$ cat config.mk
export PLATFORM = sky130hd
export DESIGN_NAME = iir_biquad_mc
export DESIGN_NICKNAME = d
export VERILOG_FILES = /design/src/rtl/iir_biquad_mc.sv
export SDC_FILE = /design/constraint.sdc
export NUM_CORES = 1
export LEC_CHECK = 0
export ABC_CLOCK_PERIOD_IN_PS = 10260
export BUFFER_PORTS_ARGS = -buffer_cell sky130_fd_sc_hd__buf_4
export CAP_MARGIN = 25
export CORE_ASPECT_RATIO = 1.1
export CORE_MARGIN = 4
export CORE_UTILIZATION = 45
export DETAILED_ROUTE_END_ITERATION = 10
export SETUP_SLACK_MARGIN = 0.5
export SYNTH_ARGS = -nofsm -noshare
export SYNTH_HDL_FRONTEND = slang
export SYNTH_SLANG_ARGS = --single-unit
$ cat constraint.sdc
create_clock -name clk -period 10.26 [get_ports clk]
set_clock_uncertainty 0.05 [all_clocks]
set_input_delay 2.052 -clock clk [delete_from_list [all_inputs] [get_ports clk]]
set_output_delay 2.052 -clock clk [all_outputs]
set_load 0.01 [all_outputs]
$ cat src/rtl/iir_biquad_mc.sv
// Time-multiplexed direct-form-I biquad shared by NUM_CH channels.
// One MAC step per cycle (b0,b1,b2,a1,a2), then a rounding/saturating output cycle.
module iir_biquad_mc #(
    parameter int DW     = 10,
    parameter int CW     = 16,
    parameter int CFRAC  = 14,
    parameter int NUM_CH = 4,
    parameter int CHW    = 2
) (
    input  logic                  clk,
    input  logic                  reset,
    input  logic                  in_valid,
    output logic                  in_ready,
    input  logic [CHW-1:0]        in_ch,
    input  logic signed [DW-1:0]  in_data,
    input  logic                  bypass,
    input  logic                  coef_we,
    input  logic [2:0]            coef_addr,
    input  logic signed [CW-1:0]  coef_data,
    input  logic                  coef_commit,
    input  logic                  hist_clr,
    output logic                  out_valid,
    output logic [CHW-1:0]        out_ch,
    output logic signed [DW-1:0]  out_data,
    output logic                  ch_err
);
    localparam int AW = DW + CW + 3;
    localparam int IW = (NUM_CH > 1) ? $clog2(NUM_CH) : 1;
    localparam logic [CHW:0]    NCH  = (CHW + 1)'(NUM_CH);
    localparam logic [CW-1:0]   ONE  = {{(CW - 1){1'b0}}, 1'b1} << CFRAC;
    localparam logic [AW-1:0]   HALF = {{(AW - 1){1'b0}}, 1'b1} << (CFRAC - 1);

    typedef enum logic [1:0] {S_IDLE, S_MAC, S_DONE} state_t;

    state_t                 state_q, state_d;
    logic [2:0]             tap_q, tap_d;
    logic [CHW-1:0]         ch_q, ch_d;
    logic signed [DW-1:0]   x_q, x_d;
    logic                   byp_q, byp_d;
    logic signed [DW-1:0]   hx1_q, hx1_d, hx2_q, hx2_d, hy1_q, hy1_d, hy2_q, hy2_d;
    logic signed [AW-1:0]   acc_q, acc_d;
    logic                   discard_q, discard_d;
    logic                   pend_q, pend_d;
    logic                   in_ready_q, in_ready_d;
    logic                   out_valid_q, out_valid_d;
    logic [CHW-1:0]         out_ch_q, out_ch_d;
    logic signed [DW-1:0]   out_data_q, out_data_d;
    logic                   ch_err_q, ch_err_d;
    logic signed [CW-1:0]   sh_q [5];
    logic signed [CW-1:0]   sh_d [5];
    logic signed [CW-1:0]   act_q [5];
    logic signed [CW-1:0]   act_d [5];
    logic signed [DW-1:0]   x1_q [NUM_CH];
    logic signed [DW-1:0]   x1_d [NUM_CH];
    logic signed [DW-1:0]   x2_q [NUM_CH];
    logic signed [DW-1:0]   x2_d [NUM_CH];
    logic signed [DW-1:0]   y1_q [NUM_CH];
    logic signed [DW-1:0]   y1_d [NUM_CH];
    logic signed [DW-1:0]   y2_q [NUM_CH];
    logic signed [DW-1:0]   y2_d [NUM_CH];

    logic                   accept, ch_bad, commit_now;
    logic [IW-1:0]          in_idx, ch_idx;
    logic signed [DW-1:0]   mac_samp;
    logic signed [CW-1:0]   mac_coef;
    logic signed [DW+CW-1:0] prod;
    logic signed [AW-1:0]   prod_ext, rnd, y_full;
    logic signed [DW-1:0]   y_sat, y_out;

    assign accept   = in_valid & in_ready_q;
    assign ch_bad   = ({1'b0, in_ch} >= NCH);
    assign in_idx   = in_ch[IW-1:0];
    assign ch_idx   = ch_q[IW-1:0];

    assign in_ready  = in_ready_q;
    assign out_valid = out_valid_q;
    assign out_ch    = out_ch_q;
    assign out_data  = out_data_q;
    assign ch_err    = ch_err_q;

    // Operand select for the shared multiplier; history comes from the copy latched at accept.
    always_comb begin
        mac_samp = '0;
        mac_coef = '0;
        case (tap_q)
            3'd0: begin mac_samp = x_q;   mac_coef = act_q[0]; end
            3'd1: begin mac_samp = hx1_q; mac_coef = act_q[1]; end
            3'd2: begin mac_samp = hx2_q; mac_coef = act_q[2]; end
            3'd3: begin mac_samp = hy1_q; mac_coef = act_q[3]; end
            3'd4: begin mac_samp = hy2_q; mac_coef = act_q[4]; end
            default: begin mac_samp = '0; mac_coef = '0; end
        endcase
    end

    assign prod     = mac_samp * mac_coef;
    assign prod_ext = {{(AW - DW - CW){prod[DW+CW-1]}}, prod};

    // Round half toward +inf, then saturate when the discarded high bits are not pure sign.
    assign rnd    = acc_q + $signed(HALF);
    assign y_full = rnd >>> CFRAC;
    always_comb begin
        y_sat = y_full[DW-1:0];
        if (!((&y_full[AW-1:DW-1]) || !(|y_full[AW-1:DW-1]))) begin
            y_sat = y_full[AW-1] ? {1'b1, {(DW - 1){1'b0}}} : {1'b0, {(DW - 1){1'b1}}};
        end
    end
    assign y_out = byp_q ? x_q : y_sat;

    // Coefficient banks: shadow writes always land; active copy only in an idle, non-accept cycle.
    assign commit_now = (state_q == S_IDLE) && !accept && (coef_commit || pend_q);
    always_comb begin
        sh_d  = sh_q;
        act_d = act_q;
        pend_d = pend_q;
        if (coef_we && (coef_addr < 3'd5)) begin
            sh_d[coef_addr] = coef_data;
        end
        if (commit_now) begin
            act_d  = sh_d;
            pend_d = 1'b0;
        end else if (coef_commit) begin
            pend_d = 1'b1;
        end
    end

    always_comb begin
        state_d     = state_q;
        tap_d       = tap_q;
        ch_d        = ch_q;
        x_d         = x_q;
        byp_d       = byp_q;
        hx1_d       = hx1_q;
        hx2_d       = hx2_q;
        hy1_d       = hy1_q;
        hy2_d       = hy2_q;
        acc_d       = acc_q;
        discard_d   = discard_q;
        in_ready_d  = in_ready_q;
        out_valid_d = 1'b0;
        out_ch_d    = out_ch_q;
        out_data_d  = out_data_q;
        ch_err_d    = 1'b0;
        case (state_q)
            S_IDLE: begin
                in_ready_d = 1'b1;
                if (accept && ch_bad) begin
                    ch_err_d = 1'b1;
                end else if (accept) begin
                    state_d    = S_MAC;
                    in_ready_d = 1'b0;
                    tap_d      = 3'd0;
                    acc_d      = '0;
                    ch_d       = in_ch;
                    x_d        = in_data;
                    byp_d      = bypass;
                    hx1_d      = x1_q[in_idx];
                    hx2_d      = x2_q[in_idx];
                    hy1_d      = y1_q[in_idx];
                    hy2_d      = y2_q[in_idx];
                    discard_d  = hist_clr;
                end
            end
            S_MAC: begin
                acc_d = (tap_q >= 3'd3) ? acc_q - prod_ext : acc_q + prod_ext;
                tap_d = tap_q + 3'd1;
                if (tap_q == 3'd4) begin
                    state_d = S_DONE;
                end
                if (hist_clr) begin
                    discard_d = 1'b1;
                end
            end
            S_DONE: begin
                out_valid_d = 1'b1;
                out_ch_d    = ch_q;
                out_data_d  = y_out;
                state_d     = S_IDLE;
                in_ready_d  = 1'b1;
            end
            default: begin
                state_d = S_IDLE;
            end
        endcase
    end

    // Per-channel history: clear beats update; a cleared-in-flight sample never writes back.
    generate
        for (genvar gi = 0; gi < NUM_CH; gi++) begin : g_hist
            logic hit;
            assign hit = (state_q == S_DONE) && !discard_q && (ch_idx == IW'(gi));
            assign x1_d[gi] = hist_clr ? '0 : (hit ? x_q       : x1_q[gi]);
            assign x2_d[gi] = hist_clr ? '0 : (hit ? x1_q[gi]  : x2_q[gi]);
            assign y1_d[gi] = hist_clr ? '0 : (hit ? y_out     : y1_q[gi]);
            assign y2_d[gi] = hist_clr ? '0 : (hit ? y1_q[gi]  : y2_q[gi]);
        end
    endgenerate

    always_ff @(posedge clk) begin
        if (reset) begin
            state_q     <= S_IDLE;
            tap_q       <= '0;
            ch_q        <= '0;
            x_q         <= '0;
            byp_q       <= 1'b0;
            hx1_q       <= '0;
            hx2_q       <= '0;
            hy1_q       <= '0;
            hy2_q       <= '0;
            acc_q       <= '0;
            discard_q   <= 1'b0;
            pend_q      <= 1'b0;
            in_ready_q  <= 1'b0;
            out_valid_q <= 1'b0;
            out_ch_q    <= '0;
            out_data_q  <= '0;
            ch_err_q    <= 1'b0;
            for (int i = 0; i < 5; i++) begin
                sh_q[i]  <= (i == 0) ? $signed(ONE) : '0;
                act_q[i] <= (i == 0) ? $signed(ONE) : '0;
            end
            for (int i = 0; i < NUM_CH; i++) begin
                x1_q[i] <= '0;
                x2_q[i] <= '0;
                y1_q[i] <= '0;
                y2_q[i] <= '0;
            end
        end else begin
            state_q     <= state_d;
            tap_q       <= tap_d;
            ch_q        <= ch_d;
            x_q         <= x_d;
            byp_q       <= byp_d;
            hx1_q       <= hx1_d;
            hx2_q       <= hx2_d;
            hy1_q       <= hy1_d;
            hy2_q       <= hy2_d;
            acc_q       <= acc_d;
            discard_q   <= discard_d;
            pend_q      <= pend_d;
            in_ready_q  <= in_ready_d;
            out_valid_q <= out_valid_d;
            out_ch_q    <= out_ch_d;
            out_data_q  <= out_data_d;
            ch_err_q    <= ch_err_d;
            sh_q        <= sh_d;
            act_q       <= act_d;
            x1_q        <= x1_d;
            x2_q        <= x2_d;
            y1_q        <= y1_d;
            y2_q        <= y2_d;
        end
    end
endmodule

; Word level (Yosys, flattened, before mapping)
; Index checks and enable logic that the tools add are counted.
[word_totals]
register_bits = 423
inputBits = 38
output_inout_bits = 15
wordCells = 129
[op_classes]
add_sub_neg = 4
n_mul = 1
n_lt_le_gt_ge = 5
n_eq_ne = 12
n_mux = 35
n_bitwise = 3
reduce_logical = 27
[ops]
columns = cell, n
row1 = $mux 10, 11
row2 = $bmux 10 s2, 4
row3 = $bwmux 80, 1
row4 = $mux 80, 1
row5 = $pmux 16 s5, 1
row6 = $mux 29, 2
row7 = $pmux 29 s2, 1
row8 = $pmux 10 s5, 1
row9 = $demux 16 s3, 1
row10 = $add 29x15->29 const B, 1
row11 = $add 29x26->29, 1
row12 = $sub 29x26->29, 1
row13 = $mul 10x16->26, 1
row14 = $mux 16, 1
row15 = $logic_and 1x1->1, 9
row16 = $eq 2x2->1 const B, 3
row17 = $eq 3x2->1 const B, 2
row18 = $ne 2x2->1 const B, 3
row19 = $pmux 3 s2, 1
row20 = $reduce_and 2->1, 3
row21 = $reduce_and 6->1, 1
row22 = $reduce_or 6->1, 1
row23 = $eq 2x1->1 const B, 2
row24 = $ge 4x4->1 const B, 1
row25 = other kinds (22), 33

; Longest topological paths before layout
[logic_depth]
word_depth = 7
depth_mapped = 45
ltp_nobuf = 39

; Least setup slack after synthesis
; OpenSTA, ideal clock, no wires.
[synth_timing]
path_type = register to register
start = register tap_q[2]
end = register acc_q[28]
setup_time_ps = 66
arrival_ps = 9825
t_required_ps = 10144
setup_slack_ps = 319
stages_incl_launch_ff = 40
n_path_buf = 5
synth_period_minus_slack_ps = 9941
cell_sequence = dfxtp_1 -> clkbuf_1 -> clkbuf_1 -> clkbuf_1 -> inv_1 -> ha_1 -> clkbuf_1 -> a221oi_1 -> clkbuf_1 -> nand2b_1 -> fa_1 -> fa_1 -> inv_1 -> fa_1 -> fa_1 -> inv_1 -> fa_1 -> inv_1 -> [4 not listed] -> a311o_1 -> xor2_1 -> nor3b_1 -> nand4_1 -> nor2_1 -> a21oi_1 -> xnor2_1 -> ha_1 -> a21o_1 -> a21o_1 -> a21oi_1 -> o211ai_1 -> a221oi_1 -> o31ai_1 -> a21oi_1 -> xor2_1 -> or3_2 -> a21oi_2
[synth_between]
elab_chain_len = 6
word_cells_on_any_way = 13
classes_between = add/sub: 2 / mul: 1 / order compare: 1 / eq/ne: 4 / mux: 4 / reduce/logical: 1
[synth_lines]
columns = element, line_no
row1 = from (decl), 36  ; logic [2:0] tap_q, tap_d;
row2 = from (signal assigned), 229  ; tap_q <= tap_d;
row3 = "$eq 3x3->1, or another cell as far along", 85  ; case (tap_q)
row4 = $pmux 10 s5 / $pmux 16 s5 (equally long branches), 85
row5 = $mul 10x16->26, 95  ; assign prod = mac_samp * mac_coef;
row6 = $add 29x26->29 / $sub 29x26->29 (equally long branches), 164  ; acc_d = (tap_q >= 3'd3) ? acc_q - prod_ext : acc_q + prod_ext;
row7 = $mux 29 (*), 164
row8 = $pmux 29 s2 (*), 143  ; case (state_q)
row9 = to (signal assigned), 209  ; acc_q <= '0;
row10 = to (signal assigned), 237  ; acc_q <= acc_d;
row11 = to (decl), 41  ; logic signed [AW-1:0] acc_q, acc_d;
; Mark *: on every way between the ends. The rest lies on a longest branch, timed or not.
; A chain may end at the register's enable or synchronous reset.

; Worst setup path after layout
[layout_timing]
start = register tap_q[0]
end = register acc_q[28]
; Same word-level chain as after synthesis.

==> reports/qor.txt <==
Most used cell, CP - fa_1
Row count - 89
CP arrival - 9.81 ns
Syn Area/Cell - 8.49 µm²
Max Root-Sink Buffers - 3
Clk Latency, worst-skew pair - 0.59 ns
Synth Cell Area - 24600 µm²
Initial DRC Count - 1399
Distinct cell type count after synthesis - 79
Worst-path clk slew - 0.06 ns
Vias per cell - 5.57
Power Dens Cells - 167 nW/µm²
Pleak - 0.0108 µW
GRT Total Usage - 0.241
Largest area contributor in the netlist - dfxtp_1
FF-to-FF setup slack - 0.92 ns
RSZ-0062 raised after global routing - true
Core footprint - 53900 µm²
Routed WL - 71.1 mm
P&R area growth vs syn - 12.3%
Die H - 253 µm
R2R depth - 36
Ys flop type - dfxtp_1
Worst setup margin - 0.917 ns
Reg-to-reg critical path endpoint - acc_q[28]
Post-synth top area share - 0.344
Hold Path Class - register to register
Slew headroom - 0.305
R2r startpoint - tap_q[0]
Peak supply drop - 137 µV
Remaining global-route overflow - 0
Nets - 3159
CTS tree - done
Slowest stage delay, CP - 0.58 ns
Initial cell density of the core - 0.456
Fmax - 107 MHz
Hold Path Origin - y2_q[22]
HPWL after detailed placement - 50.2 mm
Max Cap Viol - 0
Root buffer selected by CTS - clkbuf_16
Num CTS Buffers - 46
Register area share after synthesis - 0.344
H-tree depth - 2
Synth top area cells - dfxtp_1 34%, fa_1 11%, nand2_1 8.8%, a21oi_1 6.2%, ha_1 4.8%
Synth async-reset ratio - 0
Final Max Slew Viols - 0
# setup viols final - 0
Switch share - 0.317
Yosys warnings - 0
Comb pwr share - 0.248
Period utilization - 0.911
Ports - 53
Sum of negative setup slack - 0 ns
Routed Antenna Nets - 0
CTS sink count - 423
WS Path Type - register to register
Worst Setup Start Kind - register
#FFs+latches synth - 423
First-pass GRT wire length - 113 mm
Hold Path Cell Cnt - 2
Cells after synthesis - 2898
Drt first pass iters - 8
CP Capture Type - register
Worst path required time - 10.73 ns
Seq pwr share - 0.380
Port Buffer Count - 51
P_int - 3150 µW
Place WS - 0.199 ns
Net Switching - 1460 µW
Worst hold path endpoint - y2_q[22]
Gp weighted congestion - 0.891
Full die area - 58500 µm²
Hold-fix buffers, CTS - 0
Clock power frac - 0.372
Vias in the first global route - 20.2k
DRC viols - 0
Syn Nets - 3172
Worst Tran Pin Value - 1.04 ns
Routed vias - 20.3k
Number of synthesized flops with an enable pin - 0
Min Clock Period, post-route - 9.34 ns
Final Hold Violating Endpoints - 0
Initial antenna violation count - 0
Wire per inst - 19.5 µm
DIE WIDTH - 231 µm
Outcome - complete, no violations
# diodes - 0
Share of cells above drive strength 1 - 0.0993
Largest net degree at the start of global routing - 112
Critical-path top delay cell - fa_1
Worst Path Max Fanout - 23
Fin util - 0.513
[worst max-delay path: cells and delay by family (launching register included)]
| family | cells | cell delay (ns) |
|---|---|---|
| XOR/XNOR | 2 | 0.31 |
| AND/OR/NAND/NOR | 9 | 1.87 |
| buffers and inverters | 6 | 0.63 |
| adder cells (fa/ha/maj) | 8 | 3.49 |
| AO/OA/AOI/OAI | 11 | 2.55 |
| flip-flops | 1 | 0.37 |
[Yosys cell counts (all sizes together) (5+ instances only)]
master / instances
a211oi: 86
a21boi: 12
a21o: 25
a21oi: 307
a221oi: 6
a222oi: 22
a22oi: 29
a31oi: 12
and2: 13
and3: 14
buf: 25
clkbuf: 156
dfxtp: 423
fa: 141
ha: 95
inv: 203
mux2i: 82
mux4: 40
nand2: 577
nand2b: 21
nand3: 41
nor2: 270
nor2b: 34
nor3: 17
o211ai: 8
o21a: 26
o21ai: 53
o31ai: 5
or2: 10
or3: 6
xnor2: 52
xor2: 29
[state kept, by name, summed over array words and instances (netlist names), 3 cells and up]
register,cells
acc_q,29
y2_q,40
act_q,80
x1_q,40
x2_q,40
tap_q,3
hx1_q,10
sh_q,80
hy2_q,10
out_data,10
x_q,10
hy1_q,10
y1_q,40
hx2_q,10
[power groups by stage]
stage | logic (µW) | clock network [µW] | registers [µW]
final | 1150 | 1720 | 1750
after global routing | 1260 | 1820 | 1760
after CTS | 1120 | 1750 | 1750
after detailed placement | 1110 | 0 | 1790
after global placement | 1090 | 0 | 1790
after floorplan | 810 | 0 | 1770
[final cells by class]
cell class                      count  area (µm²)
Clock buffer                       66        1310
Tap cell                          728         911
Multi-Input combinational cell   2091       14900
Fill cell                        5183       26300
Inverter                          203         762
Clock inverter                     18         280
Timing Repair Buffer              120        1020
Sequential cell                   423        8470
[layer usage]
metal / part of all wire / GRT usage
met5: 0 / 0
met4: 0.034 / 0.0791
met3: 0.052 / 0.0318
met2: 0.48 / 0.412
met1: 0.43 / 0.316
[cells in the final DEF, fill, tap and decap left out, types with 34 or more instances in the layout]
| cell | instances |
|---|---|
| a211oi_1 | 85 |
| a21oi_1 | 303 |
| buf_4 | 110 |
| clkbuf_16 | 46 |
| dfxtp_1 | 421 |
| fa_1 | 140 |
| ha_1 | 94 |
| inv_1 | 203 |
| mux2i_1 | 82 |
| mux4_2 | 40 |
| nand2_1 | 576 |
| nand3_1 | 39 |
| nor2_1 | 268 |
| o21ai_0 | 34 |
| xnor2_1 | 51 |
[worst max-delay path by stage]
| stage | from | to | slack [ns] | cells past startpoint |
|---|---|---|---|---|
| after CTS | tap_q[1] | acc_q[28] | 0.54 | 38 |
| after detailed placement | tap_q[0] | acc_q[28] | 0.20 | 36 |
| final | tap_q[0] | acc_q[28] | 0.92 | 36 |
| after floorplan | tap_q[2] | acc_q[28] | 0.51 | 39 |
| after global routing | tap_q[0] | acc_q[28] | 0.45 | 38 |
| after global placement | tap_q[0] | acc_q[28] | 0.37 | 36 |
[per-stage QoR]
step | instances | total power [µW] | hold slack [ns] | area (µm²)
final | 3649 | 4620 | 0.404 | 27600
after global routing | 3649 | 4840 | 0.422 | 27600
after CTS | 3637 | 4620 | 0.405 | 27400
after detailed placement | 3552 | 2900 | 0.397 | 25800
after global placement | 3551 | 2880 | 0.389 | 25700
after floorplan | 2898 | 2580 | 0.383 | 24600
[timing repair]
action                     4_1_cts  5_1_grt
setup endpoints to repair        2        6
gates resized for setup         13       19
buffers inserted                 1        9
pin swaps                        1        7
[cell families (layout without fill, tap and decap cells)]
| logic type | after synthesis | in the layout | share of synthesized area |
|---|---|---|---|
| adder cells (fa/ha/maj) | 236 | 236 | 0.163 |
| AO/OA/AOI/OAI | 624 | 624 | 0.160 |
| multiplexers | 122 | 122 | 0.0700 |
| buffers and inverters | 384 | 407 | 0.0592 |
| other | 1 | 1 | 0.000152 |
| XOR/XNOR | 82 | 82 | 0.0298 |
| AND/OR/NAND/NOR | 1026 | 1026 | 0.174 |
| flip-flops | 423 | 423 | 0.344 |
Power figures use the tool's default switching activity.
